$ cat src/rtl/phase_scheduler_pkg.sv
// Shared lamp codes, approach indices and FSM states
// for the four-approach phase scheduler.
package phase_scheduler_pkg;

  localparam logic [2:0] RED = 3'b100;
  localparam logic [2:0] YEL = 3'b010;
  localparam logic [2:0] GRN = 3'b001;

  localparam logic [1:0] AP_M1 = 2'd0;
  localparam logic [1:0] AP_M2 = 2'd1;
  localparam logic [1:0] AP_MT = 2'd2;
  localparam logic [1:0] AP_ST = 2'd3;

  localparam logic [11:0] ALL_RED = {4{RED}};

  typedef enum logic [1:0] {
    S_IDLE,
    S_GREEN,
    S_YELLOW,
    S_CLEAR
  } state_t;

  // All lamps red except the served approach.
  function automatic logic [11:0] lamp_set(
    input logic [1:0] idx,
    input logic [2:0] code
  );
    logic [11:0] v;
    v = ALL_RED;
    v[3*int'(idx) +: 3] = code;
    return v;
  endfunction

endpackage

$ cat src/rtl/phase_scheduler_rr_arb4.sv
// Four-way round-robin pick over pending demand,
// searching from the approach after last_grant.
module rr_arb4 (
  input  logic [3:0] pending,
  input  logic [1:0] last_grant,
  output logic       any,
  output logic [1:0] idx
);

  logic [1:0] c;

  // Scan far-to-near so the nearest pending approach wins.
  always_comb begin
    any = |pending;
    idx = last_grant;
    c   = '0;
    for (int i = 4; i >= 1; i--) begin
      c = last_grant + 2'(i);
      if (pending[c]) idx = c;
    end
  end

endmodule

$ cat src/rtl/phase_scheduler.sv
// Four-approach signal phase scheduler with
// round-robin service and emergency preemption.
module phase_scheduler
  import phase_scheduler_pkg::*;
#(
  parameter int T_YEL = 2,
  parameter int T_CLR = 1,
  parameter int CW    = 4
) (
  input  logic          clk,
  input  logic          rst,
  input  logic [3:0]    req,
  input  logic          emg_valid,
  input  logic [1:0]    emg_dir,
  input  logic [CW-1:0] green_len,
  output logic [2:0]    light_M1,
  output logic [2:0]    light_M2,
  output logic [2:0]    light_MT,
  output logic [2:0]    light_ST,
  output logic [1:0]    grant,
  output logic          busy
);

  localparam int TMAX = (T_YEL > T_CLR) ? T_YEL : T_CLR;
  localparam int TW   = $clog2(TMAX + 1);
  localparam int NW   = (CW > TW) ? CW : TW;

  state_t        state;
  logic [11:0]   lamps;
  logic [1:0]    last_grant;
  logic [3:0]    pending;
  logic [NW-1:0] cnt;
  logic [CW-1:0] glen;

  logic          arb_any;
  logic [1:0]    arb_idx;
  logic          sel_any;
  logic [1:0]    sel_idx;
  logic [3:0]    sel_mask;
  logic          hold;
  logic          preempt;
  logic          g_last;
  logic          y_done;
  logic          c_done;
  logic          start;

  rr_arb4 u_arb (
    .pending    (pending),
    .last_grant (last_grant),
    .any        (arb_any),
    .idx        (arb_idx)
  );

  assign sel_any  = emg_valid | arb_any;
  assign sel_idx  = emg_valid ? emg_dir : arb_idx;
  assign sel_mask = 4'b0001 << sel_idx;

  assign hold    = emg_valid && (emg_dir == grant);
  assign preempt = emg_valid && (emg_dir != grant);
  assign g_last  = cnt == (NW'(glen) - NW'(1));
  assign y_done  = cnt == NW'(T_YEL - 1);
  assign c_done  = cnt == NW'(T_CLR - 1);

  assign start = sel_any &&
                 ((state == S_IDLE) ||
                  ((state == S_CLEAR) && c_done));

  assign light_M1 = lamps[2:0];
  assign light_M2 = lamps[5:3];
  assign light_MT = lamps[8:6];
  assign light_ST = lamps[11:9];

  // Phase FSM, phase counter, demand latch and lamps.
  always_ff @(posedge clk) begin
    if (rst) begin
      state      <= S_IDLE;
      lamps      <= ALL_RED;
      grant      <= AP_M1;
      busy       <= 1'b0;
      pending    <= '0;
      cnt        <= '0;
      glen       <= CW'(1);
      last_grant <= AP_ST;
    end else begin
      pending <= (pending | req) &
                 ~(start ? sel_mask : 4'b0000);
      if (start) begin
        state      <= S_GREEN;
        grant      <= sel_idx;
        last_grant <= sel_idx;
        cnt        <= '0;
        glen       <= (green_len == '0) ? CW'(1)
                                        : green_len;
        busy       <= 1'b1;
        lamps      <= lamp_set(sel_idx, GRN);
      end else begin
        unique case (state)
          S_IDLE: begin
            busy  <= 1'b0;
            lamps <= ALL_RED;
          end
          S_GREEN: begin
            if (preempt || (!hold && g_last)) begin
              state <= S_YELLOW;
              cnt   <= '0;
              lamps <= lamp_set(grant, YEL);
            end else if (!hold) begin
              cnt <= cnt + NW'(1);
            end
          end
          S_YELLOW: begin
            if (y_done) begin
              state <= S_CLEAR;
              cnt   <= '0;
              lamps <= ALL_RED;
            end else begin
              cnt <= cnt + NW'(1);
            end
          end
          S_CLEAR: begin
            if (c_done) begin
              state <= S_IDLE;
              cnt   <= '0;
              busy  <= 1'b0;
              lamps <= ALL_RED;
            end else begin
              cnt <= cnt + NW'(1);
            end
          end
        endcase
      end
    end
  end

endmodule

$ cat config.mk
export PLATFORM = sky130hd
export DESIGN_NAME = phase_scheduler
export DESIGN_NICKNAME = d
export VERILOG_FILES = /design/src/rtl/phase_scheduler_pkg.sv /design/src/rtl/phase_scheduler_rr_arb4.sv /design/src/rtl/phase_scheduler.sv
export SDC_FILE = /design/constraint.sdc
export NUM_CORES = 1
export LEC_CHECK = 0
export ABC_CLOCK_PERIOD_IN_PS = 5460
export CAP_MARGIN = 5
export CORE_MARGIN = 2
export CORE_UTILIZATION = 48
export DETAILED_ROUTE_END_ITERATION = 10
export GPL_ROUTABILITY_DRIVEN = 0
export PLACE_DENSITY_LB_ADDON = 0.2
export SYNTH_ARGS = -nofsm -noshare
export SYNTH_HDL_FRONTEND = slang
export SYNTH_SLANG_ARGS = --single-unit
$ cat constraint.sdc
create_clock -name clk -period 5.46 [get_ports clk]
set_input_delay 0.819 -clock clk [delete_from_list [all_inputs] [get_ports clk]]
set_output_delay 0.819 -clock clk [all_outputs]
set_load 0.01 [all_outputs]
### Word-level counts from Yosys, hierarchy flattened

Cells that the tools add are included.

| operators by class | value |
|---|---|
| $add $sub $neg | 7 |
| multipliers | 2 |
| shift operators | 5 |
| muxes and demuxes | 30 |
| $lt $le $gt $ge | 3 |
| bitwise gates (word level) | 10 |
| reductions and logical operators | 21 |
| equal/unequal tests | 14 |

Operators by type and width:

| operator | number |
|---|---|
| 4-bit negator with 33-bit output | 2 |
| 3-bit by 33-bit variable shift with 12-bit output (first input constant) | 2 |
| 3-bit by 33-bit variable part select with 12-bit output (first input constant) | 2 |
| 12-bit 2-to-1 mux | 4 |
| 12-bit case mux with 4 select lines | 1 |
| 4-bit 2-to-1 mux | 6 |
| 8-bit bitwise AND | 2 |
| 2-bit 2-to-1 mux | 7 |
| 3-bit != test (second input constant) | 4 |
| 4-bit inverter | 3 |
| 4-bit OR | 3 |
| 4-bit case mux with 3 select lines | 1 |
| 2-bit by 3-bit less-than comparator with 1-bit output (second input constant) | 3 |
| 4-bit logical NOT | 2 |
| 2-bit by 2-bit multiplier with 4-bit output (first input constant) | 2 |
| 4-bit AND reduction | 2 |
| 1-bit binary-select mux with 2-bit select | 3 |
| 1-bit 2-to-1 mux | 6 |
| 2-bit != test (second input constant) | 3 |
| 2-bit case mux with 3 select lines | 1 |
| 3-bit nonzero test | 2 |
| 1-bit logical AND | 5 |
| 2-bit adder (second input constant) | 2 |
| 4-bit by 1-bit adder with 4-bit output (second input constant) | 1 |
| other kinds (20) | 23 |

| word-level totals | value |
|---|---|
| word-level logic and storage cells | 101 |
| output and inout bits | 15 |
| register bits after elaboration | 31 |
| input bits | 13 |

### Depth between registers and ports, before layout

Gate-level depths: netlist of the first run.

| depth | value |
|---|---|
| depth in word-level cells | 13 |
| gate-level depth with buffers | 8 |

### By module

A second synthesis of the first run with hierarchy kept.

| unflattened totals | value |
|---|---|
| cells, all modules | 198 |
| area, all modules | 1679.1 um2 |

Modules (own cells, without submodules):

| module | cells an instance | times used | area each (um2) | seq. area each (um2) |
|---|---|---|---|---|
| phase_scheduler | 184 | 1 | 1606.5 | 620.6 |
| rr_arb4 | 14 | 1 | 72.6 | 0.0 |

### Least setup slack after synthesis of the first run

OpenSTA, ideal clock, no wires.

| timing | value |
|---|---|
| path type | input-to-reg |
| from | in emg_valid |
| to | reg lamps[2] |
| cell stages on the path | 6 |
| slack | 3.232 ns |
| arrival | 2.106 ns |
| buffers on the path | 1 |
| path through | clkbuf_2 > inv_1 > o31a_1 > a311oi_2 > o31ai_1 > a221o_1 |

| on the way | value |
|---|---|
| cells in the longest elaborated chain, start to end | 7 |
| elaborated cells on any way between the ends | 19 |
| classes of those cells | 1 x add/sub; 1 x mul; 3 x eq/ne; 2 x shift; 2 x mux; 3 x bitwise; 7 x reduce/logical |

Ends and longest elaborated chain:

| element | line | source |
|---|---|---|
| start, declared | phase_scheduler.sv:13 | `input logic emg_valid,` |
| 2-bit 2-to-1 mux | phase_scheduler.sv:55 | `assign sel_idx = emg_valid ? emg_dir : arb_idx;` |
| 2-bit by 2-bit multiplier with 4-bit output | phase_scheduler_pkg.sv:30 | `v[3*int'(idx) +: 3] = code;` |
| 4-bit negator with 33-bit output | phase_scheduler_pkg.sv:30 |  |
| 3-bit by 33-bit variable shift with 12-bit output | phase_scheduler_pkg.sv:30 |  |
| 4-bit inverter (no line) | - |  |
| 4-bit OR (no line) | - |  |
| 12-bit 2-to-1 mux | phase_scheduler.sv:87 | `if (start) begin` |
| end signal, assigned | phase_scheduler.sv:95 | `lamps <= lamp_set(sel_idx, GRN);` |
| end signal, assigned | phase_scheduler.sv:106 | `lamps <= lamp_set(grant, YEL);` |
| end, declared | phase_scheduler.sv:29 | `logic [11:0] lamps;` |

Parallel ways exist; a longest one is shown, timed or not.
A chain may end at the register's enable or synchronous reset.

### Final worst setup path of the first run

Ends and elaborated chain as after synthesis.

==> metrics, run 1 <==
run status=completed; final setup violation count=0; net count after synthesis=229; fraction of layout instances using a drive strength above 1=7.725%; Syn Inst Count=207; CP Class=input pin to flip-flop; Int Power=0.0005922 W; Synth cell types=48; overall via count from detail_route=1567; fraction of post-synthesis cell area in the top cell type by area=35.38%; number of register bits inferred by synthesis=31; Worst slew margin=40.08%; instance area at placement=2039 µm²; average routed wire per standard cell=13.99 µm; post-cts hold buffer count=0; Design Power=0.001001 W; violation count after the first detailed-routing iteration=97; worst-case clock buffer depth=2; count of boundary I/O pins=28; biggest area consumer among synthesized cells=dfxtp_1; Reg2Reg Setup Slack=2.85 ns; overall routing resource usage=21.49%; drt drc=0; vertical die dimension=64.45 µm; final core utilization=62.23%; clock-pin slew reported for the worst setup and hold paths after clock tree synthesis=0.10 ns; total die area=4154 µm²; aggregate negative setup slack=0 ns; area grow syn2layout=21.18%; number of clock buffers inserted by TritonCTS=5; predominant post-synthesis flop cell=dfxtp_1; starting utilization of the core area=51.36%; filler cell count=317; Syn Std Cell Area=1754 µm²; horizontal extent of the die=64.45 µm; final-layout worst hold slack=0.4638 ns; maximum level of the CTS H-tree=2; fin crit share=53.56%; Data arrival, critical path=3.17 ns; number of antenna-violating nets in the routed design=0; switching part of the total power=40.83%; power per standard cell area=470.8 nW/µm²; Fin Clk Skew=0.01122 ns; worst path cell trace=clkdlybuf4s50_1, inv_1, o31a_1, a311oi_2, o31ai_1, a221o_1; setup repair after global routing missed its margin=no; dpl hpwl=2938 µm; CTS tree=yes; worst min-delay path class=flip-flop to flip-flop; final max-slew violation count=0; critical path's slowest cell=a311oi_2; category of cells accounting for the largest share of critical-path delay=compound AO/OA/AOI/OAI gates; most common cell after layout, fill and taps aside=dfxtp_1; number of antenna violations at the first check in global routing=0; buffers inserted during post-CTS setup optimization=0; sequential share of power=33.8%; clock network fraction of total power=19.1%; mean instance size in the synthesized netlist=8.474 µm²; total number of clock tree sinks=31; total buffers and inverters traversed by the critical path=2; insertion delay of the later-clocked pin in the worst-skew pair=0.35 ns; highest-count cells in the layout ignoring fill and taps=31 x dfxtp_1, 27 x clkdlybuf4s50_1, 24 x nand2_1; CORE AREA=3416 µm²; via count of the first global-routing pass=1528; number of inserted diodes=0; crit path launch type=input pin; static power due to leakage=0.7987 nW; number of core rows=21; Resized cells post-CTS=0; Worst Path Max Fanout=12; gr ovfl total=0; maximum number of pins on one net before global-route repair=23; max_cap viols=0; post-route minimum period=2.925 ns; delay contributed by the slowest stage of the critical path=0.71 ns; root buf cell=clkbuf_4; peak ir drop on the vdd network=257.0 µV; post-route cell area=2126 µm²; buffers added on ports=27; count of final hold-check violations=0; YS warnings=0; Comb power frac=47.0%; share of synthesized area occupied by flip-flops and latches=35.38%; number of vias per cell after detailed routing=5.616; Post-synth ARST share=0%; total wirelength of the detailed-routed design=3904 µm; first-pass detailed-route iteration total=4; first-pass GRT wire length=6934 µm; critical path data required time=5.70 ns; number of nets in the final layout=254; number of enable-type register cells in the synthesized netlist=0; dominant cells by area after synthesis=dfxtp_1 35%, a21oi_1 6.6%, ha_1 6.4%; slew at the pin closest to its max-slew limit=0.8988 ns; Peak Freq=341.9 MHz; Worst Setup End Kind=flip-flop; net switching power figure=0.0004086 W
## cell type report
class	count	area [µm²]	area share (%)
Inverter	11	41.29	1.942
Multi-Input combinational cell	156	1050	49.38
Clock inverter	2	35.03	1.648
Timing Repair Buffer	27	270.3	12.71
Sequential cell	31	620.6	29.19
Clock buffer	6	51.30	2.413
Tap cell	46	57.56	2.707
## Yosys cell counts (all sizes together), types with 2 or more instances
| cell | instances |
|---|---|
| dfxtp | 31 |
| a21oi | 24 |
| nand2 | 24 |
| nor2 | 15 |
| inv | 11 |
| o21ai | 11 |
| ha | 9 |
| nand2b | 7 |
| xor2 | 7 |
| nand3 | 6 |
| clkbuf | 5 |
| nor3 | 5 |
| o211ai | 5 |
| xnor2 | 5 |
| buf | 4 |
| o31ai | 4 |
| a221o | 3 |
| o211a | 3 |
| o221ai | 3 |
| nor3b | 2 |
| o311ai | 2 |
| o31a | 2 |
## worst reg2reg max path, stage by stage, from the launching register on
cell and delay [ns]:
dfxtp_1 0.47, inv_1 0.08, ha_1 0.23, and4bb_2 0.28
o22ai_2 0.69, nand2_1 0.35, a31o_2 0.33, nor2_1 0.12
## stage by stage
stage / setup WS [ns] / instances
floorplan: 3.232 / 207
global placement: 2.238 / 271
detailed placement: 2.180 / 271
CTS: 2.523 / 279
global route: 2.353 / 279
finish: 2.535 / 279
## flip-flops by register name (all words and copies together) (netlist names)
register    count
lamps          12
grant           2
busy            1
pending         4
cnt             4
glen            4
state           2
last_grant      2
## cell families (layout without fill, tap and decap cells)
logic type,Yosys count,count (layout),synth area share (%)
AO/OA/AOI/OAI,67,67,27.03
XOR/XNOR,13,13,7.703
AND/OR/NAND/NOR,66,66,18.05
buffers and inverters,20,46,4.778
multiplexers,1,1,0.6419
flip-flops,31,31,35.38
adder cells (fa/ha/maj),9,9,6.420
## path summary, 6_finish.rpt
| check | from | endpoint | depth (start not counted) |
|---|---|---|---|
| hold / removal | busy | busy | 2 |
| setup / recovery | emg_valid | lamps[2] | 6 |
| hold reg to reg | busy | busy | 2 |
| setup reg to reg | cnt[0] | cnt[0] | 7 |
## layer usage
metal	vias up	track usage (%)	wire, µm
met5	-	0	0
met4	0	8.777	111
met3	10	6.076	188
met2	42	34.38	1728
met1	719	27.29	1876
li1	796	-	-
## power groups by stage
stage | clock [W] | combinational [W] | sequential, W
floorplan | 0 | 0.000344 | 0.000336
global placement | 0 | 0.000464 | 0.000342
detailed placement | 0 | 0.000468 | 0.000344
CTS | 0.000195 | 0.000471 | 0.000339
global route | 0.000203 | 0.000529 | 0.000348
finish | 0.000191 | 0.000471 | 0.000339
Note: power is estimated with default switching activity, not from simulation.
==> run 2, diff against run 1 <==
--- a/config.mk
+++ b/config.mk
@@ -5,7 +5,7 @@
 export SDC_FILE = /design/constraint.sdc
 export NUM_CORES = 1
 export LEC_CHECK = 0
-export ABC_CLOCK_PERIOD_IN_PS = 5460
+export ABC_CLOCK_PERIOD_IN_PS = 2400
 export CAP_MARGIN = 5
 export CORE_MARGIN = 2
 export CORE_UTILIZATION = 48
==> constraint.sdc (replaced) <==
create_clock -name clk -period 2.4 [get_ports clk]
set_input_delay 0.36 -clock clk [delete_from_list [all_inputs] [get_ports clk]]
set_output_delay 0.36 -clock clk [all_outputs]
set_load 0.01 [all_outputs]
==> metrics, run 2 (synthesis results as in run 1) <==
buffers added on ports=27 (unchanged); storage element area=620.6 µm² (unchanged); final core utilization=64.73% (+2.5 points); Int Power=0.001410 W (+140%); Worst Path Max Fanout=5 (-7); post-route minimum period=2.106 ns; capturing instance or port of the critical path=state[1]; total die area=4154 µm² (unchanged); number of antenna violations at the first check in global routing=0 (unchanged); number of vias per cell after detailed routing=5.536 (-1.4%); CORE AREA=3416 µm² (unchanged); setup repair after global routing missed its margin=no; crit path launch type=flip-flop; reg2reg end=state[1]; fin crit share=87.74%; number of core rows=21 (unchanged); vertical die dimension=64.45 µm (unchanged); violation count after the first detailed-routing iteration=152 (+57%); final setup violation count=0 (unchanged); Peak Freq=474.9 MHz; drt drc=0 (unchanged); post-cts hold buffer count=0 (unchanged); Reg2Reg Setup Slack=0.29 ns (-2.56 ns); number of cells on the worst reg-to-reg path=7 (unchanged); Data arrival, critical path=2.33 ns (-0.84 ns); Resized cells post-CTS=0 (unchanged); highest-count cells in the layout ignoring fill and taps=31 x dfxtp_1, 27 x clkdlybuf4s50_1, 24 x nand2_1; first-pass detailed-route iteration total=4 (unchanged); number of inserted diodes=0 (unchanged); total wirelength of the detailed-routed design=3887 µm (-0.44%); placed cell count=283 (+4.4%); multi-input combinational cell area=1050 µm² (unchanged); worst-case clock buffer depth=2 (unchanged); insertion delay of the later-clocked pin in the worst-skew pair=0.34 ns (about the same); slew at the pin closest to its max-slew limit=0.5018 ns (-0.3971 ns); net switching power figure=0.0009523 W (+130%); CP Class=flip-flop to flip-flop; clock-pin slew reported for the worst setup and hold paths after clock tree synthesis=0.11 ns (about the same); count of final hold-check violations=0 (unchanged); power per standard cell area=1068 nW/µm² (+130%); starting utilization of the core area=51.36% (unchanged); aggregate negative setup slack=0 ns (unchanged); register name with the most flops=lamps; switching part of the total power=40.31% (-0.51 points); Final Instance Count excl. Fillers=291 (+4.3%); root buf cell=clkbuf_4; static power due to leakage=0.8545 nW (+7.0%); critical path data required time=2.62 ns (-3.08 ns); sequential share of power=32.2% (-1.6 points); run status=completed; fraction of layout instances using a drive strength above 1=12.24% (+4.5 points); filler cell count=317 (unchanged); horizontal extent of the die=64.45 µm (unchanged); count of boundary I/O pins=28 (unchanged); startpoint of the lowest-slack register-to-register path=state[0]; worst min-delay path class=flip-flop to flip-flop; clock network fraction of total power=17.3% (-1.8 points); Critical Path Source=state[0]; Worst Setup End Kind=flip-flop; overall routing resource usage=20.93% (-0.56 points); max_cap viols=0 (unchanged); Fin Clk Skew=0.01595 ns (+0.004725 ns); Worst slew margin=66.40% (+26 points); overall via count from detail_route=1611 (+2.8%); gr ovfl total=0 (unchanged); Comb power frac=50.5% (+3.5 points); total number of clock tree sinks=31 (unchanged); number of antenna-violating nets in the routed design=0 (unchanged); average routed wire per standard cell=13.36 µm (-4.5%); maximum level of the CTS H-tree=2 (unchanged); maximum number of pins on one net before global-route repair=16 (-30%); final-layout worst hold slack=0.4727 ns (+0.008945 ns); peak ir drop on the vdd network=542.8 µV (+110%); flip-flop count of the largest register, all copies and words added=12 (unchanged); area grow syn2layout=26.03%; buffers inserted during post-CTS setup optimization=0 (unchanged); first-pass GRT wire length=6782 µm (-2.2%); final max-slew violation count=0 (unchanged); dpl hpwl=3022 µm (+2.9%); via count of the first global-routing pass=1564 (+2.4%); most common cell after layout, fill and taps aside=dfxtp_1; CTS tree=yes; number of nets in the final layout=266 (+4.7%); number of clock buffers inserted by TritonCTS=5 (unchanged)
[run 2: changes by cell type in the layout (fill, tap and decap cells not counted)]
cell and change:
clkinv_4 +1, clkbuf_8 -1, buf_4 +12
[run 2: critical path: stages, from the launching register on]
cell      delay [ns]
dfxtp_1         0.44
inv_1           0.09
ha_1            0.26
nor2_1          0.23
o221ai_1        0.18
or3_1           0.33
o31ai_1         0.09
mux2_2          0.36
[run 2: worst min path at each step]
stage / from / end / slack [ns] / cells after the start
floorplan: glen[1] / glen[1] / 0.46 / 2
global route: busy / busy / 0.50 / 2
CTS: busy / busy / 0.47 / 2
global placement: busy / busy / 0.45 / 2
finish: busy / busy / 0.47 / 2
detailed placement: busy / busy / 0.46 / 2
[run 2: per-layer routing]
layer | global-route usage [%] | part of all wire [%] | up-vias
met3 | 5.903 | 5.4 | 9
li1 | - | - | 821
met4 | 8.777 | 2.3 | 0
met5 | 0 | 0 | -
met2 | 32.81 | 45 | 41
met1 | 27.04 | 48 | 740
[run 2: power groups by stage]
| stage | clock network, W | logic [W] | registers [W] |
|---|---|---|---|
| 2_1_floorplan | 0 | 0.000782 | 0.000765 |
| 6_report | 0.000409 | 0.00119 | 0.000761 |
| 4_1_cts | 0.000417 | 0.00119 | 0.000760 |
| 5_1_grt | 0.000445 | 0.00133 | 0.000785 |
| 3_3_place_gp | 0 | 0.00118 | 0.000769 |
| 3_5_place_dp | 0 | 0.00119 | 0.000773 |
[run 2: stage by stage]
step | total power (W) | cell area (µm²) | setup slack, ns
2_1_floorplan | 0.001546 | 1754 | 0.4437
3_3_place_gp | 0.001945 | 2130 | 0.1858
3_5_place_dp | 0.001961 | 2130 | 0.1364
4_1_cts | 0.002371 | 2211 | 0.2900
5_1_grt | 0.002556 | 2211 | 0.1292
6_report | 0.002362 | 2211 | 0.2943
[run 2: area by class of cell]
class,instances,share of cell area (%)
clock inverters,3,1.981
flip-flops and latches,31,28.07
well taps,46,2.603
multi-input cells,156,47.48
clock buffers,5,1.698
repair buffers,39,16.30
inverters,11,1.868
